$ cat src/rtl/memory_arbiter.sv
// memory_arbiter
//   Shares one single-ported RAM between CPUS cores. Each core has an
//   instruction requester (iREN) and a data requester (dREN/dWEN). Cores are
//   picked round-robin; inside a core the data request wins over the
//   instruction fetch. One transaction runs at a time: IDLE -> BUSY -> DONE.
//
// Ports
//   CLK, RST              clock, synchronous active-high reset
//   iREN, iaddr           per-core instruction read request / address
//   dREN, dWEN            per-core data read / write request (both = write)
//   daddr, dstore         per-core data address / write data
//   iwait, dwait          per-requester wait, low for one cycle on completion
//   iload, dload          per-core returned word, held until overwritten
//   ramstate, ramload     RAM status (FREE/BUSY/ACCESS/ERROR) and read data
//   ramREN, ramWEN        RAM command strobes
//   ramaddr, ramstore     RAM address / write data
//   grant_id              core owning the RAM (valid in BUSY/DONE)
//   err                   per-core timeout pulse
//   Per-core 32-bit buses are packed core-major: core c at [c*32 +: 32].
//
// Build option
//   MEMARB_TIMEOUT_EN     adds a BUSY watchdog of TIMEOUT cycles; on expiry the
//                         transaction is closed, reads return 32'hBAD1BAD1 and
//                         err[core] pulses with the wait pulse. Without it the
//                         arbiter waits for ACCESS indefinitely and err is 0.
module memory_arbiter #(
    parameter int unsigned CPUS    = 2,
    parameter int unsigned TIMEOUT = 64,
    localparam int unsigned GW     = (CPUS > 1) ? $clog2(CPUS) : 1
) (
    input  logic                 CLK,
    input  logic                 RST,
    input  logic [CPUS-1:0]      iREN,
    input  logic [CPUS-1:0]      dREN,
    input  logic [CPUS-1:0]      dWEN,
    input  logic [32*CPUS-1:0]   iaddr,
    input  logic [32*CPUS-1:0]   daddr,
    input  logic [32*CPUS-1:0]   dstore,
    output logic [CPUS-1:0]      iwait,
    output logic [CPUS-1:0]      dwait,
    output logic [32*CPUS-1:0]   iload,
    output logic [32*CPUS-1:0]   dload,
    input  logic [1:0]           ramstate,
    input  logic [31:0]          ramload,
    output logic                 ramREN,
    output logic                 ramWEN,
    output logic [31:0]          ramaddr,
    output logic [31:0]          ramstore,
    output logic [GW-1:0]        grant_id,
    output logic [CPUS-1:0]      err
);

    typedef enum logic [1:0] {S_IDLE, S_BUSY, S_DONE} state_e;
    typedef enum logic [1:0] {
        RAM_FREE   = 2'd0,
        RAM_BUSY   = 2'd1,
        RAM_ACCESS = 2'd2,
        RAM_ERROR  = 2'd3
    } ram_state_e;

    if (TIMEOUT == 0) begin : g_timeout_check
        $error("memory_arbiter: TIMEOUT must be at least 1");
    end

    state_e        state_q, state_d;
    logic [GW-1:0] rr_q, rr_d;
    logic [GW-1:0] gnt_q, gnt_d;
    logic          is_data_q, is_data_d;
    logic          is_write_q, is_write_d;
    logic [31:0]   addr_q, addr_d;
    logic [31:0]   store_q, store_d;
    logic [31:0]   iload_q [CPUS];
    logic [31:0]   iload_d [CPUS];
    logic [31:0]   dload_q [CPUS];
    logic [31:0]   dload_d [CPUS];

`ifdef MEMARB_TIMEOUT_EN
    localparam int unsigned CW = $clog2(TIMEOUT + 1);
    logic [CW-1:0] cnt_q, cnt_d;
    logic          tmo_q, tmo_d;
`endif

    logic [31:0]   iaddr_a  [CPUS];
    logic [31:0]   daddr_a  [CPUS];
    logic [31:0]   dstore_a [CPUS];
    logic          found;
    logic [GW-1:0] sel;
    logic [GW-1:0] cand;
    int unsigned   idx;

    // Unpack the flat per-core buses and repack the load registers.
    always_comb begin
        for (int unsigned c = 0; c < CPUS; c++) begin
            iaddr_a[c]         = iaddr[c*32 +: 32];
            daddr_a[c]         = daddr[c*32 +: 32];
            dstore_a[c]        = dstore[c*32 +: 32];
            iload[c*32 +: 32]  = iload_q[c];
            dload[c*32 +: 32]  = dload_q[c];
        end
    end

    // Next-state logic.
    always_comb begin
        state_d    = state_q;
        rr_d       = rr_q;
        gnt_d      = gnt_q;
        is_data_d  = is_data_q;
        is_write_d = is_write_q;
        addr_d     = addr_q;
        store_d    = store_q;
        iload_d    = iload_q;
        dload_d    = dload_q;
        found      = 1'b0;
        sel        = '0;
        cand       = '0;
        idx        = 0;
`ifdef MEMARB_TIMEOUT_EN
        cnt_d      = cnt_q;
        tmo_d      = tmo_q;
`endif
        case (state_q)
            S_IDLE: begin
                // First core with any request, scanning upward from rr_q.
                for (int unsigned i = 0; i < CPUS; i++) begin
                    idx = rr_q + i;
                    if (idx >= CPUS) idx = idx - CPUS;
                    cand = GW'(idx);
                    if (!found && (dREN[cand] || dWEN[cand] || iREN[cand])) begin
                        found = 1'b1;
                        sel   = cand;
                    end
                end
                if (found) begin
                    gnt_d      = sel;
                    is_data_d  = dREN[sel] || dWEN[sel];
                    is_write_d = dWEN[sel];
                    addr_d     = is_data_d ? daddr_a[sel] : iaddr_a[sel];
                    store_d    = dstore_a[sel];
                    state_d    = S_BUSY;
`ifdef MEMARB_TIMEOUT_EN
                    cnt_d      = '0;
                    tmo_d      = 1'b0;
`endif
                end
            end
            S_BUSY: begin
                if (ramstate == RAM_ACCESS) begin
                    if (!is_write_q) begin
                        if (is_data_q) dload_d[gnt_q] = ramload;
                        else           iload_d[gnt_q] = ramload;
                    end
                    state_d = S_DONE;
                end
`ifdef MEMARB_TIMEOUT_EN
                else if (cnt_q == CW'(TIMEOUT - 1)) begin
                    if (!is_write_q) begin
                        if (is_data_q) dload_d[gnt_q] = 32'hBAD1_BAD1;
                        else           iload_d[gnt_q] = 32'hBAD1_BAD1;
                    end
                    tmo_d   = 1'b1;
                    state_d = S_DONE;
                end else begin
                    cnt_d = cnt_q + 1'b1;
                end
`endif
            end
            S_DONE: begin
                rr_d    = (gnt_q == GW'(CPUS - 1)) ? '0 : gnt_q + 1'b1;
                state_d = S_IDLE;
`ifdef MEMARB_TIMEOUT_EN
                tmo_d   = 1'b0;
`endif
            end
            default: state_d = S_IDLE;
        endcase
    end

    // Outputs: strobes only in BUSY, the single wait pulse only in DONE.
    always_comb begin
        iwait    = '1;
        dwait    = '1;
        err      = '0;
        ramREN   = 1'b0;
        ramWEN   = 1'b0;
        ramaddr  = addr_q;
        ramstore = store_q;
        grant_id = gnt_q;
        case (state_q)
            S_BUSY: begin
                ramWEN = is_write_q;
                ramREN = !is_write_q;
            end
            S_DONE: begin
                if (is_data_q) dwait[gnt_q] = 1'b0;
                else           iwait[gnt_q] = 1'b0;
`ifdef MEMARB_TIMEOUT_EN
                err[gnt_q] = tmo_q;
`endif
            end
            default: ;
        endcase
    end

    always_ff @(posedge CLK) begin
        if (RST) begin
            state_q    <= S_IDLE;
            rr_q       <= '0;
            gnt_q      <= '0;
            is_data_q  <= 1'b0;
            is_write_q <= 1'b0;
            addr_q     <= '0;
            store_q    <= '0;
            iload_q    <= '{default: '0};
            dload_q    <= '{default: '0};
`ifdef MEMARB_TIMEOUT_EN
            cnt_q      <= '0;
            tmo_q      <= 1'b0;
`endif
        end else begin
            state_q    <= state_d;
            rr_q       <= rr_d;
            gnt_q      <= gnt_d;
            is_data_q  <= is_data_d;
            is_write_q <= is_write_d;
            addr_q     <= addr_d;
            store_q    <= store_d;
            iload_q    <= iload_d;
            dload_q    <= dload_d;
`ifdef MEMARB_TIMEOUT_EN
            cnt_q      <= cnt_d;
            tmo_q      <= tmo_d;
`endif
        end
    end

endmodule
$ cat config.mk
export PLATFORM = sky130hd
export DESIGN_NAME = memory_arbiter
export DESIGN_NICKNAME = d
export VERILOG_FILES = /design/src/rtl/memory_arbiter.sv
export SDC_FILE = /design/constraint.sdc
export NUM_CORES = 1
export LEC_CHECK = 0
export CAP_MARGIN = 0
export CORE_AREA = 2 2 171 173
export DETAILED_ROUTE_END_ITERATION = 12
export DIE_AREA = 0 0 173 175
export PLACE_DENSITY = 0.76
export SYNTH_ARGS = -nofsm -noshare
export SYNTH_HDL_FRONTEND = slang
export SYNTH_SLANG_ARGS = --single-unit
$ cat constraint.sdc
create_clock -name CLK -period 1.55 [get_ports CLK]
set_input_delay 0.31 -clock CLK [delete_from_list [all_inputs] [get_ports CLK]]
set_output_delay 0.31 -clock CLK [all_outputs]
set_load 0.03 [all_outputs]
==> qor.csv, run 1 <==
stage,metric,value,unit
timing,period_minus_slack,1.792,ns
setup_path,arrival,2.11,ns
timing,slew_viol_final,0,
run_status,violations,negative setup slack,
clocking,tritoncts,done,
synth,synth-edff-count,0,
timing,tightest_slew,0.4974,ns
run_status,outcome,"finished, violations left",
placement,dp_hpwl,27380,um
synth,yosysSeqAreaShare,41.66,%
grt,grt_overflow,0,
floorplan,start_util,33.51,%
synth,syn_inst,1173,
grt,grtUsageTotal,27.15,%
synth,syn_area,0.009515,mm2
clocking,cts_max_level,4,
placement,place_area,0.01454,mm2
setup_path,cp_max_fo,8,
clocking,numCtsBuffers,17,
timing,fmax,558.0,MHz
synth,synth_ff_type,dfxtp_1,
grt,grt_max_degree,65,
clocking,hold_buffers,0,
setup_path,path_class,reg2reg,
synth,synth_area_per_cell,8.112,um2
clocking,insertion_delay,0.44,ns
job,max_cap_violations,0,
timing,finalHoldViolCount,0,
grt,grt_pass1_wl,64490,um
timing,rsz0062_at_grt,true,
synth,yosys-top-cells-area,"dfxtp_1 42%, nand2_1 12%, a21oi_1 7.0%, o211a_1 6.7%, o311ai_1 5.1%",
clocking,cts_buffer_depth,2,
clocking,clockRootBuffer,clkbuf_16,
routing,vias_per_cell,5.731,
timing,fin_worst_skew,0.01771,ns
routing,wl_per_cell,23.55,um
clocking,clkTransAtPathRegs,0.09,ns
setup_path,r2r_slack,-0.24,ns
setup_path,reg2reg_from,state_q[1]$_SDFFE_PP0P_,
hold_path,hold_class,in2reg,
timing,slew_headroom,66.49,%
setup_path,critPathCaptureType,register,
grt,grt_pass1_vias,11100,
grt,antenna_found_initial,2,
timing,setup_slack,-0.2422,ns
floorplan,die_x,173,um
synth,yosys.area.top_type,dfxtp_1,
synth,synthArstFlopShare,0,%
floorplan,ioPinCount,435,
routing,drcViolationCount,0,
routing,vias,11810,
routing,first_pass_iters,5,
synth,ys_types,43,
synth,synth_top_area_share,41.66,%
placement,place.gp.congestion,0.9312,
hold_path,worst_hold_path.endpoint,iload[12]$_SDFFE_PP0P_,
placement,numPortBuffers,432,
timing,finalHoldWorstSlack,0.2605,ns
synth,ys_ff_latch,198,
power,powerDensity,796.9,mW/mm2
routing,drt_iter0_markers,1071,
floorplan,die_h,175,um
hold_path,hp-start,RST,
power,p_leak,7.990,nW
setup_path,r2r_end,iload[1]$_SDFFE_PP0P_,
timing,finalSetupViolCount,215,
floorplan,die_area,0.03028,mm2
setup_path,reg2reg_depth,6,
timing,finalCritPeriodShare,115.6,%
layout,area_growth,89.57,%
setup_path,cp-start-kind,register,
routing,postRouteAntennaNets,0,
hold_path,min_delay_path_depth,2,
layout,final_cell_area,0.01804,mm2
floorplan,std_cell_rows,62,
floorplan,core,0.02839,mm2
layout,drive_gt1_share,26.13,%
routing,drt-total-wl,48550,um
setup_path,required,1.87,ns
clocking,clkSinkCount,198,
power,peakVddDrop,0.6785,mV
layout,nets,1897,
synth,synth_warnings,0,
==> cell families after synthesis <==
| logic type | count (synthesis) | share of synthesized area (%) |
|---|---|---|
| and+or+nand+nor | 484 | 23.51 |
| DFF | 198 | 41.66 |
| other | 1 | 0.03941 |
| muxes | 32 | 3.366 |
| buffers and inverters | 126 | 6.522 |
| AOI/OAI and AO/OA | 332 | 24.90 |
==> how the worst max path moves through the flow <==
| stage | to | startpoint | cells past startpoint | slack (ns) |
|---|---|---|---|---|
| after floorplan | ramaddr[10]$_SDFFE_PP0P_ | dWEN[0] | 6 | -0.04 |
| after global placement | ramaddr[0]$_SDFFE_PP0P_ | dREN[0] | 6 | -0.89 |
| after detailed placement | ramaddr[0]$_SDFFE_PP0P_ | dREN[0] | 6 | -0.95 |
| after CTS | iwait[1] | state_q[0]$_SDFFE_PP0P_ | 6 | -0.21 |
| after global routing | iload[1]$_SDFFE_PP0P_ | state_q[1]$_SDFFE_PP0P_ | 6 | -0.27 |
| final | iload[1]$_SDFFE_PP0P_ | state_q[1]$_SDFFE_PP0P_ | 6 | -0.24 |
==> through the flow <==
| stage | instances | util [%] | total power [W] | setup WS (ns) | TNS (ns) |
|---|---|---|---|---|---|
| 5_1_grt | 2061 | 63.53 | 0.01478 | -0.2714 | -31.13 |
| 2_1_floorplan | 1174 | - | 0.006944 | -0.03663 | -0.2836 |
| 6_report | 2061 | 63.53 | 0.01437 | -0.2422 | -20.47 |
| 3_5_place_dp | 1928 | 51.20 | 0.008494 | -0.9541 | -97.81 |
| 3_3_place_gp | 1928 | 51.20 | 0.008464 | -0.8864 | -92.46 |
| 4_1_cts | 2026 | 57.64 | 0.01394 | -0.2121 | -16.78 |
==> timing repair <==
action,CTS,global route
cloned,22,22
resized for setup,302,266
endpoints found under the setup margin,368,255
setup buffers,44,18
pin swaps,48,128
hold endpoints to repair,0,0
==> cells in the mapped netlist, types with 3 or more instances <==
master and count:
inv_1 3, nand2_1 295, o311ai_0 9, nor2_1 38, a21oi_1 133, buf_6 9, dfxtp_1 198, o211a_1 64
buf_1 4, mux2i_1 32, o311ai_1 55, buf_4 8, a31oi_1 32, clkbuf_1 62, and3_1 64, and2_1 64
buf_2 39, a211oi_1 32
==> per-layer routing <==
metal  wire length, um  GRT usage, %
met1             17580         31.80
met2             23780         48.05
met3              4534         6.070
met4              2653         10.91
met5                 0             0
==> area by class of cell <==
type                       count  area, um2
clock buffer                  17      425.4
tap                          384      480.5
timing repair buffer         592       6629
clock inverter                15      224.0
fill                        2271      10350
sequential                   198       3981
antenna                        1      2.502
inverter                       3      11.26
multi-input combinational    851       6285
==> critical path, cell delays in order (launching register included) <==
cell       delay [ns]
dfxtp_4          0.36
buf_6            0.12
nand4bb_4        0.22
or4_4            0.54
clkbuf_16        0.24
nand2_1          0.12
a21oi_2          0.07
==> state kept, by name (all words and copies together) (netlist names) <==
register and count:
ramstore 32, is_data_q 1, is_write_q 1, iload 64, dload 64, ramaddr 32
grant_id 1, state_q 2, rr_q 1
==> report_power, final <==
part / leakage, nW / internal (W) / total [W] / switching (W)
Combinational: 6.06 / 0.00200 / 0.00400 / 0.00200
Clock: 0.313 / 0.00240 / 0.00491 / 0.00250
Sequential: 1.62 / 0.00531 / 0.00547 / 0.000159
Total: 7.99 / 0.00971 / 0.0144 / 0.00467
==> placed cells by master, fill, tap and decap left out, types with 5 or more instances in the layout <==
cell	instances
clkdlybuf4s50_1	226
nand2_1	225
dfxtp_1	192
dlygate4sd2_1	170
a21oi_2	71
and2_1	64
o211a_1	63
a21oi_1	61
buf_4	61
and3_1	60
buf_12	43
nand2_4	39
clkbuf_16	35
o311ai_1	34
nor2_1	34
a31oi_1	32
nand2_2	31
mux2i_1	29
buf_6	29
a211oi_1	22
o311ai_4	20
buf_16	14
clkdlybuf4s15_1	13
a211oi_2	10
o311ai_2	9
clkdlybuf4s15_2	7
clkinv_8	6
buf_8	5
Power figures use the tool's default switching activity.
==> run 2, diff against run 1 <==
--- a/config.mk
+++ b/config.mk
@@ -6,10 +6,11 @@
 export NUM_CORES = 1
 export LEC_CHECK = 0
 export CAP_MARGIN = 0
-export CORE_AREA = 2 2 171 173
+export CORE_AREA = 2 2 168 170
 export DETAILED_ROUTE_END_ITERATION = 12
-export DIE_AREA = 0 0 173 175
-export PLACE_DENSITY = 0.76
+export DIE_AREA = 0 0 170 172
+export DONT_BUFFER_PORTS = 1
+export PLACE_DENSITY = 0.56
 export SYNTH_ARGS = -nofsm -noshare
 export SYNTH_HDL_FRONTEND = slang
 export SYNTH_SLANG_ARGS = --single-unit
==> run 2 against run 1 <==
The flow finishes with violations (negative hold slack, negative setup slack); sequential cell count did not move; non-clock buffer count fell by 439; wire length decreased by 21%; cell count fell by 23%; register-to-register slack improved by 0.06 ns; design area is 23% lower; total power decreased by 9.8%; clock power is 3% lower.
==> qor.csv, run 2 (synthesis gave the netlist of run 1 again) <==
stage,metric,value,unit
run_status,outcome,"finished, violations left",
run_status,violations,"negative hold slack, negative setup slack",
routing,vias,9330,
grt,grt_pass1_vias,8647,
power,p_leak,5.743,nW
timing,setup_slack,-0.1796,ns
routing,drt_iter0_markers,605,
grt,grt_max_degree,199,
layout,nets,1458,
clocking,clkSinkCount,198,
layout,final_cell_area,0.01383,mm2
grt,grt_pass1_wl,51370,um
routing,drcViolationCount,0,
timing,period_minus_slack,1.730,ns
clocking,cts_max_level,4,
hold_path,hold_class,in2reg,
setup_path,critical_path.cell_chain,"buf_6, buf_6, nand4bb_4, or4_4, clkbuf_16, nand2_1, a21oi_1",
placement,numPortBuffers,0,
routing,wl_per_cell,24.29,um
timing,finalHoldViolCount,36,
layout,fin_cells,1583,
setup_path,r2r_slack,-0.18,ns
clocking,clkTransAtPathRegs,0.08,ns
setup_path,cp_max_fo,6,
setup_path,path_depth,7,
setup_path,path_buf_inv,3,
setup_path,reg2reg_depth,7,
layout,multiInputGateArea,0.006603,mm2
placement,dp_hpwl,22480,um
floorplan,core,0.02748,mm2
routing,drt-total-wl,38450,um
placement,place.gp.congestion,0.8070,
setup_path,critPathCaptureType,register,
timing,finalHoldWorstSlack,-0.07046,ns
setup_path,r2r_end,iload[25]$_SDFFE_PP0P_,
layout,fin_util,50.32,%
job,max_cap_violations,0,
grt,antenna_found_initial,1,
floorplan,start_util,34.63,%
clocking,insertion_delay,0.44,ns
placement,placed_cells,1469,
layout,nFillCells,2514,
setup_path,timing.critical_path.max_delay_family,simple AND/OR/NAND/NOR gates,
setup_path,cp-endpoint,iload[25]$_SDFFE_PP0P_,
timing,rsz0062_at_grt,true,
clocking,clockRootBuffer,clkbuf_16,
setup_path,cpPeakStageDelay,0.56,ns
grt,grt_overflow,0,
power,powerDensity,937.7,mW/mm2
layout,drive_gt1_share,34.68,%
timing,fin_worst_skew,0.01816,ns
routing,first_pass_iters,6,
timing,finalSetupViolCount,131,
timing,fmax,578.2,MHz
layout,layout_common_cells,"208 x nand2_1, 192 x dfxtp_1, 79 x a21oi_2, 64 x and2_1, 64 x o211a_1",
routing,vias_per_cell,5.894,
layout,regArea,0.003986,mm2
setup_path,cp-start-kind,register,
floorplan,std_cell_rows,61,
layout,diodes,0,
setup_path,path_class,reg2reg,
timing,slew_headroom,64.41,%
floorplan,die_h,172,um
setup_path,reg2reg_from,state_q[0]$_SDFFE_PP0P_,
setup_path,arrival,2.04,ns
timing,finalCritPeriodShare,111.6,%
floorplan,ioPinCount,435,
setup_path,cpMaxStageDelayCell,or4_4,
timing,slew_viol_final,0,
routing,postRouteAntennaNets,0,
setup_path,crit_top_cell,buf_6,
placement,place_area,0.01034,mm2
power,peakVddDrop,0.6104,mV
clocking,cts_buffer_depth,2,
layout,final_common_cell,nand2_1,
clocking,numCtsBuffers,17,
clocking,tritoncts,done,
layout,area_growth,45.31,%
floorplan,die_area,0.02924,mm2
timing,tightest_slew,0.5318,ns
floorplan,die_x,170,um
setup_path,required,1.86,ns
grt,grtUsageTotal,22.75,%
setup_path,startpoint,state_q[0]$_SDFFE_PP0P_,
run 2: final cells by class:
class / instances / share of cell area, %
clock inverters: 12 / 1.167
flip-flops and latches: 198 / 28.83
inverters: 3 / 0.08144
repair buffers: 153 / 15.66
well taps: 346 / 3.131
clock buffers: 20 / 3.375
multi-input cells: 851 / 47.75
run 2: timing repair:
item,in CTS,in global routing
endpoints found under the hold margin,198,146
resized for setup,68,349
cloned,15,11
endpoints found under the setup margin,104,200
setup buffers,26,18
pin swaps,53,157
hold buffers,9,15
run 2: report_power, final:
group | switching (W) | leakage (nW) | internal [W]
Clock | 0.00220 | 0.309 | 0.00258
Combinational | 0.00109 | 3.82 | 0.00116
Sequential | 0.000626 | 1.62 | 0.00531
run 2: worst min-delay path by stage:
stage                          start                      to  slack, ns  cells after the start
after CTS                        RST  iload[50]$_SDFFE_PP0P_      -0.08                      1
after detailed placement         RST  iload[50]$_SDFFE_PP0P_       0.40                      1
after global placement           RST  iload[50]$_SDFFE_PP0P_       0.39                      1
final                            RST  iload[49]$_SDFFE_PP0P_      -0.07                      1
after floorplan           ramload[0]   dload[0]$_SDFFE_PP0P_       0.45                      2
after global routing             RST  iload[49]$_SDFFE_PP0P_      -0.10                      1
run 2: metal layers:
layer | vias up | wire length [um] | GRT usage, %
met5 | - | 15 | 0
met4 | 2 | 1079 | 7.990
met3 | 67 | 3855 | 9.567
met2 | 407 | 19420 | 39.20
met1 | 4585 | 14080 | 25.26
li1 | 4269 | - | -
run 2: through the flow:
stage	power, W	setup WS (ns)	setup TNS (ns)	hold WS [ns]
CTS	0.01267	-0.1710	-6.537	-0.07783
detailed placement	0.007344	-0.4775	-15.95	0.3974
finish	0.01297	-0.1796	-8.952	-0.07046
global placement	0.007326	-0.4857	-14.56	0.3908
global route	0.01341	-0.2141	-17.22	-0.1000
floorplan	0.006944	-0.03663	-0.2836	0.4460
run 2: worst reg2reg max path, cell delays in order (launching register included):
cell	delay, ns
dfxtp_4	0.35
buf_6	0.10
buf_6	0.10
nand4bb_4	0.13
or4_4	0.56
clkbuf_16	0.23
nand2_1	0.08
a21oi_1	0.07
==> run 3, diff against run 2 <==
--- a/config.mk
+++ b/config.mk
@@ -10,7 +10,7 @@
 export DETAILED_ROUTE_END_ITERATION = 12
 export DIE_AREA = 0 0 170 172
 export DONT_BUFFER_PORTS = 1
-export PLACE_DENSITY = 0.56
+export PLACE_DENSITY_LB_ADDON = 0.12
 export SYNTH_ARGS = -nofsm -noshare
 export SYNTH_HDL_FRONTEND = slang
 export SYNTH_SLANG_ARGS = --single-unit
==> run 3 against run 2 <==
The run still ends with negative hold slack, negative setup slack left; sequential share of layout area is 1.5 points higher; hold slack worse by 0.0024 ns; clock-buffer cell count shrank 3; via count is 2.0% lower; utilization is 2.6 points lower; clock skew fell by 0.0040 ns; die area stayed put; non-clock buffer count is 7 higher; global-route usage increased by 0.52 points; clock power about the same; wire length up 0.23%; cell count grew 0.32%.
==> qor.csv, run 3 (synthesis gave the netlist of run 1 again) <==
stage,metric,value,unit
clocking,numCtsBuffers,17,
setup_path,arrival,2.07,ns
timing,finalHoldWorstSlack,-0.07283,ns
grt,grt_pass1_vias,8464,
floorplan,die_area,0.02924,mm2
clocking,cts_buffer_depth,2,
routing,drt_iter0_markers,564,
floorplan,die_x,170,um
clocking,tritoncts,done,
grt,grt_max_degree,199,
layout,diodes,0,
placement,placed_cells,1495,
floorplan,std_cell_rows,61,
routing,drcViolationCount,0,
job,max_cap_violations,0,
floorplan,core,0.02748,mm2
layout,area_growth,37.86,%
setup_path,path_class,reg2reg,
timing,finalSetupViolCount,159,
setup_path,timing.critical_path.max_delay_family,buffers and inverters,
clocking,insertion_delay,0.44,ns
setup_path,required,1.87,ns
clocking,clkTransAtPathRegs,0.08,ns
grt,grtUsageTotal,23.27,%
routing,postRouteAntennaNets,0,
layout,multiInputGateArea,0.005833,mm2
clocking,clockRootBuffer,clkbuf_16,
routing,wl_per_cell,24.27,um
setup_path,cp-start-kind,register,
floorplan,die_h,172,um
setup_path,critPathCaptureType,register,
routing,drt-total-wl,38540,um
layout,nets,1464,
placement,place.gp.congestion,0.8740,
setup_path,cp_max_fo,8,
timing,fmax,571.8,MHz
routing,vias_per_cell,5.758,
timing,finalCritPeriodShare,112.8,%
grt,grt_pass1_wl,52660,um
layout,fin_cells,1588,
power,p_leak,5.526,nW
floorplan,ioPinCount,435,
setup_path,cpPeakStageDelay,0.37,ns
setup_path,path_buf_inv,4,
layout,drive_gt1_share,27.46,%
layout,final_common_cell,nand2_1,
timing,period_minus_slack,1.749,ns
layout,fin_util,47.74,%
hold_path,hold_class,in2reg,
setup_path,critical_path.cell_chain,"buf_6, and4bb_2, buf_6, nand4_1, buf_6, clkbuf_16, nand2_1, a21oi_1",
floorplan,start_util,34.63,%
setup_path,crit_top_cell,buf_6,
setup_path,cpMaxStageDelayCell,dfxtp_4,
timing,fin_worst_skew,0.01418,ns
timing,slew_viol_final,0,
power,power,0.01267,W
timing,setup_slack,-0.1989,ns
placement,dp_hpwl,24500,um
layout,layout_common_cells,"240 x nand2_1, 192 x dfxtp_1, 84 x a21oi_1, 64 x and2_1, 64 x o211a_1",
routing,vias,9143,
placement,numPortBuffers,0,
grt,antenna_found_initial,0,
timing,rsz0062_at_grt,true,
grt,grt_overflow,0,
layout,nFillCells,2653,
clocking,cts_max_level,4,
timing,setup_tns,-12.98,ns
power,powerDensity,966.0,mW/mm2
routing,first_pass_iters,5,
clocking,clkSinkCount,198,
run_status,violations,"negative hold slack, negative setup slack",
timing,finalHoldViolCount,21,
run_status,outcome,"finished, violations left",
power,peakVddDrop,0.6749,mV
placement,dp_slack,-0.2464,ns
layout,regArea,0.003984,mm2
-- run 3: cell types whose count changed in the layout (fill, tap and decap cells not counted), sizes merged --
cell	change
a21oi	-1
inv	+1
clkbuf	+2
dlygate4sd3	-9
clkinv	-1
clkinvlp	+2
buf	+11
-- run 3: timing repair --
item                                    4_1_cts  5_1_grt
endpoints found under the setup margin      109      199
hold buffers                                  1       14
pin swaps                                    32      105
setup buffers                                13       12
gates resized for setup                      66      176
endpoints found under the hold margin       198      172
gates cloned                                  7       16
-- run 3: area by class of cell --
class	count	share of cell area (%)
Inverter	3	0.1145
Tap cell	346	3.300
Timing Repair Buffer	160	17.08
Clock inverter	14	1.421
Multi-Input combinational cell	850	44.47
Clock buffer	17	3.243
Sequential cell	198	30.37
-- run 3: report_power, final --
part	total (W)	internal, W	leakage (nW)	switching, W
Combinational	0.00198	0.00107	3.61	0.000914
Clock	0.00476	0.00246	0.296	0.00230
Sequential	0.00593	0.00531	1.62	0.000622
-- run 3: metrics by stage --
step / hold slack, ns / cell area (um2)
6_report: -0.07283 / 13120
5_1_grt: -0.08356 / 13120
4_1_cts: -0.08876 / 11840
3_5_place_dp: 0.3937 / 10650
3_3_place_gp: 0.3901 / 10650
2_1_floorplan: 0.4460 / 9609
-- run 3: final timing paths --
kind	slack, ns	startpoint	depth (start not counted)	end
min reg2reg	0.60	iload[40]$_SDFFE_PP0P_	2	iload[40]$_SDFFE_PP0P_
max	-0.20	state_q[1]$_SDFFE_PP0P_	8	iload[55]$_SDFFE_PP0P_
max reg2reg	-0.20	state_q[1]$_SDFFE_PP0P_	8	iload[55]$_SDFFE_PP0P_
min	-0.07	RST	1	iload[49]$_SDFFE_PP0P_
-- run 3: metal layers --
layer / track usage [%] / share of wire [%]
met5: 0 / 0
met2: 40.16 / 50
met3: 10.48 / 10
met4: 5.054 / 1.3
met1: 26.54 / 38
-- run 3: worst register-to-register path: cells and delay by family (launching register included) --
family	cells	cell delay, ns
buffers and inverters	4	0.61
flip-flops	1	0.37
AO/OA/AOI/OAI	1	0.06
AND/OR/NAND/NOR	3	0.60
